<file path="config.mk">
export PLATFORM = sky130hd
export DESIGN_NAME = crc_stream_check
export DESIGN_NICKNAME = d
export VERILOG_FILES = /design/src/rtl/crc_stream_check.sv
export SDC_FILE = /design/constraint.sdc
export NUM_CORES = 1
export LEC_CHECK = 0
export CAP_MARGIN = 25
export CORE_MARGIN = 5
export CORE_UTILIZATION = 57
export DETAILED_ROUTE_END_ITERATION = 6
export PLACE_DENSITY = 0.87
export SETUP_SLACK_MARGIN = 0.02
export SLEW_MARGIN = 10
export SYNTH_ARGS = -nofsm -noshare
export SYNTH_HDL_FRONTEND = slang
export SYNTH_SLANG_ARGS = --single-unit
</file>
<file path="constraint.sdc">
create_clock -name clk_i -period 3.4 [get_ports clk_i]
set_input_delay 0.34 -clock clk_i [delete_from_list [all_inputs] [get_ports clk_i]]
set_output_delay 0.34 -clock clk_i [all_outputs]
set_load 0.02 [all_outputs]
</file>
<file path="src/rtl/crc_stream_check.sv">
// Byte-serial CRC checker for packetized byte streams.
// A packet is a payload followed by a CRC trailer. The CRC is computed over
// the payload one byte per cycle and compared against the trailer. The last
// CRC_BYTES bytes seen are held back in a short delay line, so the trailer
// never enters the CRC engine.

package crc_pkg;
  // Seed values shared with the crc hash/generator. Index 0 is the default
  // start value. Narrower CRCs use the low bits.
  localparam logic [31:0] CRC_INITS [4] = '{
    32'hFFFF_FFFF,
    32'h0000_0000,
    32'h1D0F_1D0F,
    32'hA5A5_5A5A
  };
endpackage

module crc_stream_check #(
  parameter int              WIDTH = 13,
  parameter logic [WIDTH-1:0] POLY = 13'h1CF5,
  parameter logic [WIDTH-1:0] INIT = WIDTH'(crc_pkg::CRC_INITS[0]),
  parameter int              LEN_W = 16
) (
  input  logic             clk_i,
  input  logic             rst_n_i,
  input  logic [7:0]       data_i,
  input  logic             valid_i,
  input  logic             sop_i,
  input  logic             eop_i,
  output logic             ready_o,
  output logic             res_valid_o,
  input  logic             res_ready_i,
  output logic             res_ok_o,
  output logic             res_short_o,
  output logic [WIDTH-1:0] res_crc_o,
  output logic [LEN_W-1:0] res_len_o
);

  localparam int CRC_BYTES = (WIDTH + 7) / 8;
  localparam int LINE_W    = CRC_BYTES * 8;
  localparam int FILL_W    = $clog2(CRC_BYTES + 1);
  localparam logic [FILL_W-1:0] FILL_FULL = FILL_W'(CRC_BYTES);

  typedef enum logic [1:0] {
    S_IDLE,
    S_PKT,
    S_RESULT
  } state_t;

  state_t             state, state_nx;
  logic [WIDTH-1:0]   crc, crc_nx;
  logic [LEN_W-1:0]   len, len_nx;
  logic [FILL_W-1:0]  fill, fill_nx;
  logic [LINE_W-1:0]  line, line_nx;

  // Per-beat candidate values, used both to advance the packet and to load
  // the result on the eop beat.
  logic [WIDTH-1:0]   crc_base, crc_upd;
  logic [LEN_W-1:0]   len_base, len_upd;
  logic [FILL_W-1:0]  fill_base, fill_upd;
  logic [LINE_W-1:0]  line_upd;
  logic               full;
  logic               short_pkt;
  logic               take;
  logic               res_load;

  // MSB-first CRC update over one byte: no reflection and no final XOR.
  // NOTE: blocking assignments are correct here. This function is pure
  // combinational evaluation, and each bit step must see the previous one.
  function automatic logic [WIDTH-1:0] crc_byte(input logic [WIDTH-1:0] crc_in,
                                                input logic [7:0]       b);
    logic [WIDTH-1:0] c;
    logic             fb;
    c = crc_in;
    for (int i = 7; i >= 0; i--) begin
      fb = c[WIDTH-1] ^ b[i];
      c  = (c << 1) ^ (fb ? POLY : '0);
    end
    return c;
  endfunction

  assign res_valid_o = (state == S_RESULT);
  assign ready_o     = ~res_valid_o;

  // Next-state and datapath update for the accepted beat.
  always_comb begin
    // NOTE: every variable gets a default before any branch. That is what
    // keeps this block free of inferred latches.
    state_nx = state;
    crc_nx   = crc;
    len_nx   = len;
    fill_nx  = fill;
    line_nx  = line;
    take     = 1'b0;
    res_load = 1'b0;

    // A sop beat starts from a clean packet, which also discards any packet
    // that was still in flight.
    crc_base  = sop_i ? INIT : crc;
    len_base  = sop_i ? '0   : len;
    fill_base = sop_i ? '0   : fill;

    // Once the delay line is full, the oldest byte is known to be payload.
    full      = (fill_base == FILL_FULL);
    crc_upd   = full ? crc_byte(crc_base, line[LINE_W-1 -: 8]) : crc_base;
    len_upd   = (full && (len_base != '1)) ? len_base + LEN_W'(1) : len_base;
    fill_upd  = full ? fill_base : fill_base + FILL_W'(1);
    line_upd  = LINE_W'({line, data_i});
    short_pkt = (fill_upd != FILL_FULL);

    unique case (state)
      S_IDLE:   take = valid_i & sop_i;
      S_PKT:    take = valid_i;
      S_RESULT: if (res_ready_i) state_nx = S_IDLE;
      default:  state_nx = S_IDLE;
    endcase

    if (take) begin
      crc_nx   = crc_upd;
      len_nx   = len_upd;
      fill_nx  = fill_upd;
      line_nx  = line_upd;
      state_nx = eop_i ? S_RESULT : S_PKT;
      res_load = eop_i;
    end
  end

  // Control, CRC engine and result registers, with synchronous clear.
  always_ff @(posedge clk_i) begin
    // NOTE: sequential state uses non-blocking assignments only, so every
    // register samples the values from before this edge.
    if (!rst_n_i) begin
      state       <= S_IDLE;
      crc         <= '0;
      len         <= '0;
      fill        <= '0;
      res_ok_o    <= 1'b0;
      res_short_o <= 1'b0;
      res_crc_o   <= '0;
      res_len_o   <= '0;
    end else begin
      state <= state_nx;
      crc   <= crc_nx;
      len   <= len_nx;
      fill  <= fill_nx;
      if (res_load) begin
        res_short_o <= short_pkt;
        res_crc_o   <= short_pkt ? INIT : crc_upd;
        res_ok_o    <= ~short_pkt & (crc_upd == line_upd[WIDTH-1:0]);
        res_len_o   <= len_upd;
      end
    end
  end

  // Trailer delay line.
  always_ff @(posedge clk_i) begin
    // NOTE: the delay line is intentionally left out of reset. The fill
    // count marks which bytes are live, so stale contents are never used.
    line <= line_nx;
  end

endmodule

</file>
# Yosys cells after proc, flatten, opt, wreduce, memory -nomap -nowiden
# Index checks and enable logic that the tools add are counted.
# totals
ff_bits	80
out_inout_bits	33
# classes
n_addsub	2
n_eq_ne	8
mux	21
bitwise	20
n_reduce_logical	4
# ops
cell	count
13-bit two-way mux	11
13-bit bitwise XOR	8
16-bit two-way mux	2
16-bit by 1-bit adder with 16-bit output, second input constant	1
16-bit inequality test, second input constant	1
13-bit == test	1
2-bit two-way mux	5
1-bit bitwise XOR	8
2-bit == test, second input constant	2
2-bit case mux with 2 select lines	1
3-bit by 1-bit inequality test with 1-bit output, second input constant	1
2-bit by 1-bit adder with 2-bit output, second input constant	1
1-bit bitwise AND	2
2-bit by 1-bit == test with 1-bit output, second input constant	1
2-bit zero test	1
2-bit by 1-bit inequality test with 1-bit output, second input constant	1
2-bit inequality test, second input constant	1
1-bit inverter	2
1-bit case mux with 2 select lines	1
2-bit AND reduction	1
2-bit OR reduction	1
1-bit logical AND	1
1-bit two-way mux	1

# Longest topological paths before layout
# Gate-level depths: netlist of the first run.
# logic_depth
ltp_word	28
ltp_mapped	15
depth_no_buf	12

# Worst setup path after synthesis of the first run
# No wires, ideal clock.
# synth_timing
path_type	input -> register
start	in sop_i
end	reg res_len_o[5]
arrival_ns	2.972
slack_ns	0.337
stages	13
n_path_buf	6
path_cell_list	buf_4 -> clkbuf_1 -> buf_6 -> buf_6 -> clkbuf_1 -> nor2b_1 -> ha_1 -> and3_1 -> a41oi_1 -> clkbuf_1 -> nand3_1 -> a21o_1 -> a311oi_1
# synth_via
elab_chain_len	4
elab_cells_between_ends	10
classes_between	1 x add/sub; 2 x eq/ne; 5 x mux; 1 x bitwise; 1 x reduce/logical
# synth_rtl
element	line_no	source
start: declaration	28	input logic sop_i,
parallel branches: the longest is 4 deep, another holds 16-bit by 1-bit adder with 16-bit output	-	
end signal: assignment	150	res_len_o <= len_upd;
end: declaration	36	output logic [LEN_W-1:0] res_len_o
# Parallel ways; which one is timed is not known.
# A chain may end at the register's enable or synchronous reset.

# Worst setup path in the final report of the first run
# layout_timing
start	reg crc[9]
end	reg res_ok_o
# layout_via
elab_chain_len	22
# layout_rtl
element	line_no	source
start: declaration	51	logic [WIDTH-1:0] crc, crc_nx;
start signal: assignment	143	crc <= crc_nx;
13-bit two-way mux *	99	crc_base = sop_i ? INIT : crc;
13-bit bitwise XOR (3 in series)	77	c = (c << 1) ^ (fb ? POLY : '0);
1-bit bitwise XOR	76	fb = c[WIDTH-1] ^ b[i];
13-bit two-way mux	77	
13-bit bitwise XOR	77	
1-bit bitwise XOR	76	
13-bit two-way mux	77	
13-bit bitwise XOR	77	
(+4 left out)	-	
13-bit two-way mux	77	
13-bit bitwise XOR	77	
1-bit bitwise XOR	76	
13-bit two-way mux	77	
13-bit bitwise XOR	77	
13-bit two-way mux *	105	crc_upd = full ? crc_byte(crc_base, line[LINE_W-1 -: 8]) : crc_base;
13-bit == test *	149	res_ok_o <= ~short_pkt & (crc_upd == line_upd[WIDTH-1:0]);
1-bit bitwise AND *	149	
end signal: assignment	149	
end: declaration	33	output logic res_ok_o,
# Mark *: on every way between the ends. The rest lies on a longest branch, timed or not.

==> results of run 1 <==
-- registers in the layout, summed over array words and instances, names as in the netlist --
| signal | cells |
|---|---|
| res_crc_o | 13 |
| res_short_o | 1 |
| len | 16 |
| res_ok_o | 1 |
| fill | 2 |
| line | 16 |
| res_len_o | 16 |
| state | 2 |
| crc | 13 |
-- power groups by stage --
| stage | combinational (mW) | sequential (mW) | clock [mW] |
|---|---|---|---|
| 2_1_floorplan | 0.406 | 1.07 | 0 |
| 3_3_place_gp | 0.556 | 1.07 | 0 |
| 3_5_place_dp | 0.562 | 1.07 | 0 |
| 4_1_cts | 0.567 | 1.05 | 0.649 |
| 5_1_grt | 0.617 | 1.05 | 0.688 |
| 6_report | 0.575 | 1.05 | 0.635 |
-- path summary, 6_finish.rpt --
| kind | from | to | slack [ns] | depth (start not counted) |
|---|---|---|---|---|
| worst max-delay path | crc[9] | res_ok_o | 0.35 | 9 |
| worst min-delay path | line[5] | line[13] | 0.45 | 0 |
| worst min register to register | line[5] | line[13] | 0.45 | 0 |
| worst max register to register | crc[9] | res_ok_o | 0.35 | 9 |
-- per-layer routing --
layer  part of all wire, %  up-vias  routed length, µm  GRT usage (%)
li1                      -     1903                  -              -
met1                    42     1864               4980           33.1
met2                    47      198               5630           39.3
met3                   7.5       32                894           3.51
met4                   3.3        0                388           11.2
met5                     0        -                  0              0
-- stage by stage --
step	hold slack, ns	worst slack, ns	util [%]	instances
floorplan	0.400	0.337	-	515
global placement	0.408	0.488	65.5	646
detailed placement	0.433	0.427	65.5	646
CTS	0.458	0.388	67.7	662
global route	0.463	0.139	67.7	662
finish	0.447	0.355	67.7	662
-- cells in the final DEF, fill, tap and decap left out, drive strengths merged, types with 11 or more instances in the layout --
master	synthesis	final
o21ai	20	20
inv	8	11
nor2	61	61
nor3	17	17
clkbuf	21	11
a21oi	32	32
a211oi	11	11
clkdlybuf4s50	0	45
nand2	53	53
dfxtp	64	64
a31oi	12	12
o22ai	12	12
buf	15	20
xnor2	45	45
edfxtp	16	16
xor2	18	18
-- worst max-delay path, stage by stage, from the launching register on --
cell and delay (ns):
dfxtp_1 0.49, xor3_1 0.39, or3_4 0.35, a211oi_1 0.39
nor2_1 0.12, xor2_1 0.22, o21a_1 0.25, a2111oi_0 0.40
nand4_1 0.17, o31ai_2 0.19
-- final cells by class --
type	instances	area, µm²
inverter	10	37.5
multi-input combinational	389	2530
timing repair buffer	65	598
clock buffer	11	141
fill	604	2500
clock inverter	5	28.8
sequential	80	1760
tap	102	128
-- kinds of logic (layout without fill, tap and decap cells) --
group / after synthesis / count (layout) / synth area share, %
xor gates and xnor gates: 71 / 71 / 16.8
AOI/OAI and AO/OA: 119 / 119 / 16.9
buffers and inverters: 46 / 91 / 5.17
muxes: 10 / 10 / 2.27
DFF: 80 / 80 / 38.9
and+or+nand+nor: 186 / 186 / 19.2
adders and majority gates: 3 / 3 / 0.829
==> flow_summary_export.csv, run 1 <==
group,metric,value,unit
clock_network,clk_pin_slew_worst_paths,0.08,ns
timing,min_period_over_period,89.6,%
synth,synth_area_leaders,"dfxtp_1 28%, edfxtp_1 11%, xnor2_1 8.3%",
critical_path,cp-start-kind,"flop",
synth,ys_types,59,
timing,fin_crit,3.05,ns
synth,syn_area,4530,µm²
drt,drc,0,
pwr,p_leak,1.88,nW
drt,drt-initial-drc-count,428,
global_route,grt_pass1_wl,19.4,mm
timing,drv_slew,0,
pwr,power_frac_clock,28.1,%
pwr,p_sw,0.702,mW
drt,wl_per_cell,18.0,µm
die,num_rows,32,
timing,fmax,328,MHz
synth,avgSynthCellArea,8.79,µm²
pwr,p_total,2.26,mW
global_route,antenna_found_initial,0,
drt,viasPerCell,6.04,
clock_network,hold_buffers,0,
clock_network,htree_num_levels,3,
global_route,grt_max_degree,39,
drt,first_pass_iters,6,
synth,synth-main-ff-cell,"dfxtp_1",
critical_path,cp_max_fo,6,
clock_network,cts_buffer_depth,2,
layout,final_net_count,572,
pwr,pwr_density_cell,432,nW/µm²
placement,hpwl,8.62,mm
layout,fin_area,5230,µm²
placement,placed_cell_area,5060,µm²
die,die_area,9830,µm²
synth,synth_seq_cells,80,
die,core,7730,µm²
critical_path,end_kind,"flop",
pwr,p_sw_share,31.1,%
synth,synth_top_cell_by_area,"dfxtp_1",
global_route,grt_usage,24.6,%
layout,drive_above_1_share,8.04,%
layout,areaGrowthSynthToFinish,15.4,%
pwr,seq_power_share,46.4,%
pwr,p_int,1.56,mW
clock_network,clkSinkCount,80,
clock_network,cts_repair_resize_count,0,
drt,final_antenna_net_count,0,
placement,gp_congestion,0.947,
timing,hold_viol_final,0,
synth,synth_edf_count,16,
global_route,overflow,0,
timing,fin_tns_setup,0,ns
die,fp.dieW,99.1,µm
synth,yosys_warnings,0,
critical_path,required,3.67,ns
drt,vias,3997,
clock_network,cts-root-buf,"clkbuf_8",
drt,drt-total-wl,11.9,mm
synth,synth_nets,532,
layout,antennaDiodeCount,0,
clock_network,cts_tree,"yes",
critical_path,worstSetupPathType,"flop to flop",
placement,io_buffers,46,
global_route,grt_pass1_vias,3781,
timing,setup_viol,0,
pwr,p_comb_share,25.5,%
clock_network,postCtsSetupBuffers,0,
clock_network,cts_buffers,9,
status,status,"finished, final reports clean",
run,cap_violations,0,
die,start_util,58.6,%
hold_path,hold_class,"flop to flop",
synth,synth-async-reset-ratio,0,%
die,die_h,99.1,µm
synth,yosysMostFrequentCell,"dfxtp_1",
synth,seq_area_frac_synth,38.9,%
clock_network,clock_latency,0.36,ns
timing,finalClockSkew,0.0143,ns
die,pin_count,47,
timing,rsz0062_at_grt,"false",
timing,relSlewSlack,61.0,%
pwr,ir_drop,0.000271,V
critical_path,arrival,3.32,ns
synth,synth_top_cell_area_share,28.3,%
synth,synthTopCellsByCount,"64 x dfxtp_1, 61 x nor2_1, 53 x nand2_1",
timing,tightest_slew,0.584,ns
synth,syn_inst,515,
(Power assumes the default switching activity.)
==> inputs of run 2 (changes only) <==
--- a/config.mk
+++ b/config.mk
@@ -10,6 +10,7 @@
 export CORE_UTILIZATION = 57
 export DETAILED_ROUTE_END_ITERATION = 6
 export PLACE_DENSITY = 0.87
+export REMOVE_ABC_BUFFERS = 1
 export SETUP_SLACK_MARGIN = 0.02
 export SLEW_MARGIN = 10
 export SYNTH_ARGS = -nofsm -noshare
==> flow_summary_export.csv, run 2 (synthesis results as in run 1) <==
group,metric,value,unit
placement,placed_cell_area,5040,µm²
global_route,grt_pass1_vias,3756,
timing,fin_tns_setup,0,ns
pwr,p_leak,1.87,nW
drt,drc,0,
timing,rsz0062_at_grt,"false",
drt,first_pass_iters,5,
run,cap_violations,0,
layout,fin_area,5260,µm²
clock_network,hold_buffers,0,
clock_network,cts-root-buf,"clkbuf_8",
die,num_rows,32,
die,core,7730,µm²
timing,drv_slew,0,
placement,io_buffers,46,
clock_network,postCtsSetupBuffers,0,
pwr,ir_drop,0.000299,V
drt,drt-initial-drc-count,219,
global_route,overflow,0,
global_route,grt_usage,23.1,%
layout,final_net_count,568,
timing,hold_viol_final,0,
die,die_area,9830,µm²
drt,viasPerCell,5.92,
clock_network,clock_latency,0.35,ns
layout,stdcell_count,658,
layout,final_common_cell,"dfxtp_1",
hold_path,hold_class,"flop to flop",
clock_network,htree_num_levels,3,
timing,min_period_over_period,90.8,%
drt,drt-total-wl,11.0,mm
global_route,grt_pass1_wl,18.4,mm
layout,final_cell_mix,"64 x dfxtp_1, 61 x nor2_1, 53 x nand2_1",
die,pin_count,47,
placement,hpwl,7.82,mm
layout,drive_above_1_share,7.19,%
timing,relSlewSlack,41.4,%
placement,dp_cells,642,
critical_path,arrival,3.36,ns
clock_network,cts_tree,"yes",
timing,fmax,324,MHz
clock_network,clk_pin_slew_worst_paths,0.08,ns
layout,largestRegisters,"len (16), line (16), res_len_o (16)",
critical_path,worstSetupPathType,"flop to flop",
die,start_util,58.6,%
critical_path,cp_max_fo,6,
critical_path,required,3.67,ns
die,fp.dieW,99.1,µm
layout,antennaDiodeCount,0,
drt,wl_per_cell,16.8,µm
pwr,pwr_density_cell,449,nW/µm²
global_route,antenna_found_initial,0,
critical_path,cp-start-kind,"flop",
layout,areaGrowthSynthToFinish,16.0,%
drt,final_antenna_net_count,0,
placement,gp_congestion,0.975,
timing,finalClockSkew,0.00875,ns
status,status,"finished, final reports clean",
clock_network,clkSinkCount,80,
timing,fin_crit,3.09,ns
timing,setup_viol,0,
die,die_h,99.1,µm
clock_network,cts_buffers,9,
critical_path,end_kind,"flop",
timing,tightest_slew,0.878,ns
clock_network,cts_buffer_depth,2,
global_route,grt_max_degree,47,
drt,vias,3898,
[run 2: stage by stage]
stage / setup WS [ns] / util (%) / hold slack, ns / power (mW)
6_report: 0.311 / 68.0 / 0.428 / 2.36
5_1_grt: 0.119 / 68.0 / 0.442 / 2.48
4_1_cts: 0.305 / 68.0 / 0.435 / 2.37
3_5_place_dp: 0.337 / 65.2 / 0.417 / 1.62
3_3_place_gp: 0.476 / 65.2 / 0.405 / 1.61
2_1_floorplan: -0.902 / - / 0.400 / 1.45
[run 2: layout make-up]
cell class | count | area, µm²
timing repair buffer | 61 | 581
clock inverter | 5 | 81.3
tap | 102 | 128
fill | 610 | 2470
clock buffer | 11 | 131
multi-input combinational | 389 | 2530
sequential | 80 | 1760
inverter | 10 | 37.5
[run 2: final timing paths]
check / endpoint / cells after the start / startpoint / slack, ns
hold reg to reg: line[13] / 0 / line[5] / 0.43
setup / recovery: res_ok_o / 9 / crc[9] / 0.31
hold / removal: line[13] / 0 / line[5] / 0.43
setup reg to reg: res_ok_o / 9 / crc[9] / 0.31
[run 2: worst max-delay path: stages, from the launching register on]
cell	delay [ns]
dfxtp_1	0.51
xor3_1	0.41
or3_4	0.35
a211oi_1	0.39
nor2_1	0.11
xor2_1	0.20
o21a_1	0.23
a2111oi_1	0.45
nand4_1	0.16
o31ai_2	0.19
[run 2: power breakdown]
part           leakage, nW  switching [mW]  total, mW  internal (mW)
combinational         1.10           0.297      0.558          0.261
clock                0.104           0.339      0.753          0.414
sequential           0.671          0.0407       1.05           1.01
total                 1.87           0.678       2.36           1.68
[run 2: timing repair]
item                                    in CTS  in global routing
endpoints found under the hold margin        0                  0
endpoints found under the setup margin       0                  1
gates resized for setup                      0                  1
[run 2: metal layers]
| metal | GRT usage (%) | wire length [µm] |
|---|---|---|
| met5 | 0 | 0 |
| met3 | 4.35 | 696 |
| met1 | 28.7 | 4580 |
| met4 | 8.40 | 277 |
| met2 | 40.0 | 5490 |
==> inputs of run 3 (changes only) <==
--- a/config.mk
+++ b/config.mk
@@ -5,7 +5,7 @@
 export SDC_FILE = /design/constraint.sdc
 export NUM_CORES = 1
 export LEC_CHECK = 0
-export CAP_MARGIN = 25
+export CAP_MARGIN = 0
 export CORE_MARGIN = 5
 export CORE_UTILIZATION = 57
 export DETAILED_ROUTE_END_ITERATION = 6
==> results of run 3 <==
Final layout, timing and power as in run 2 (identical DEF).
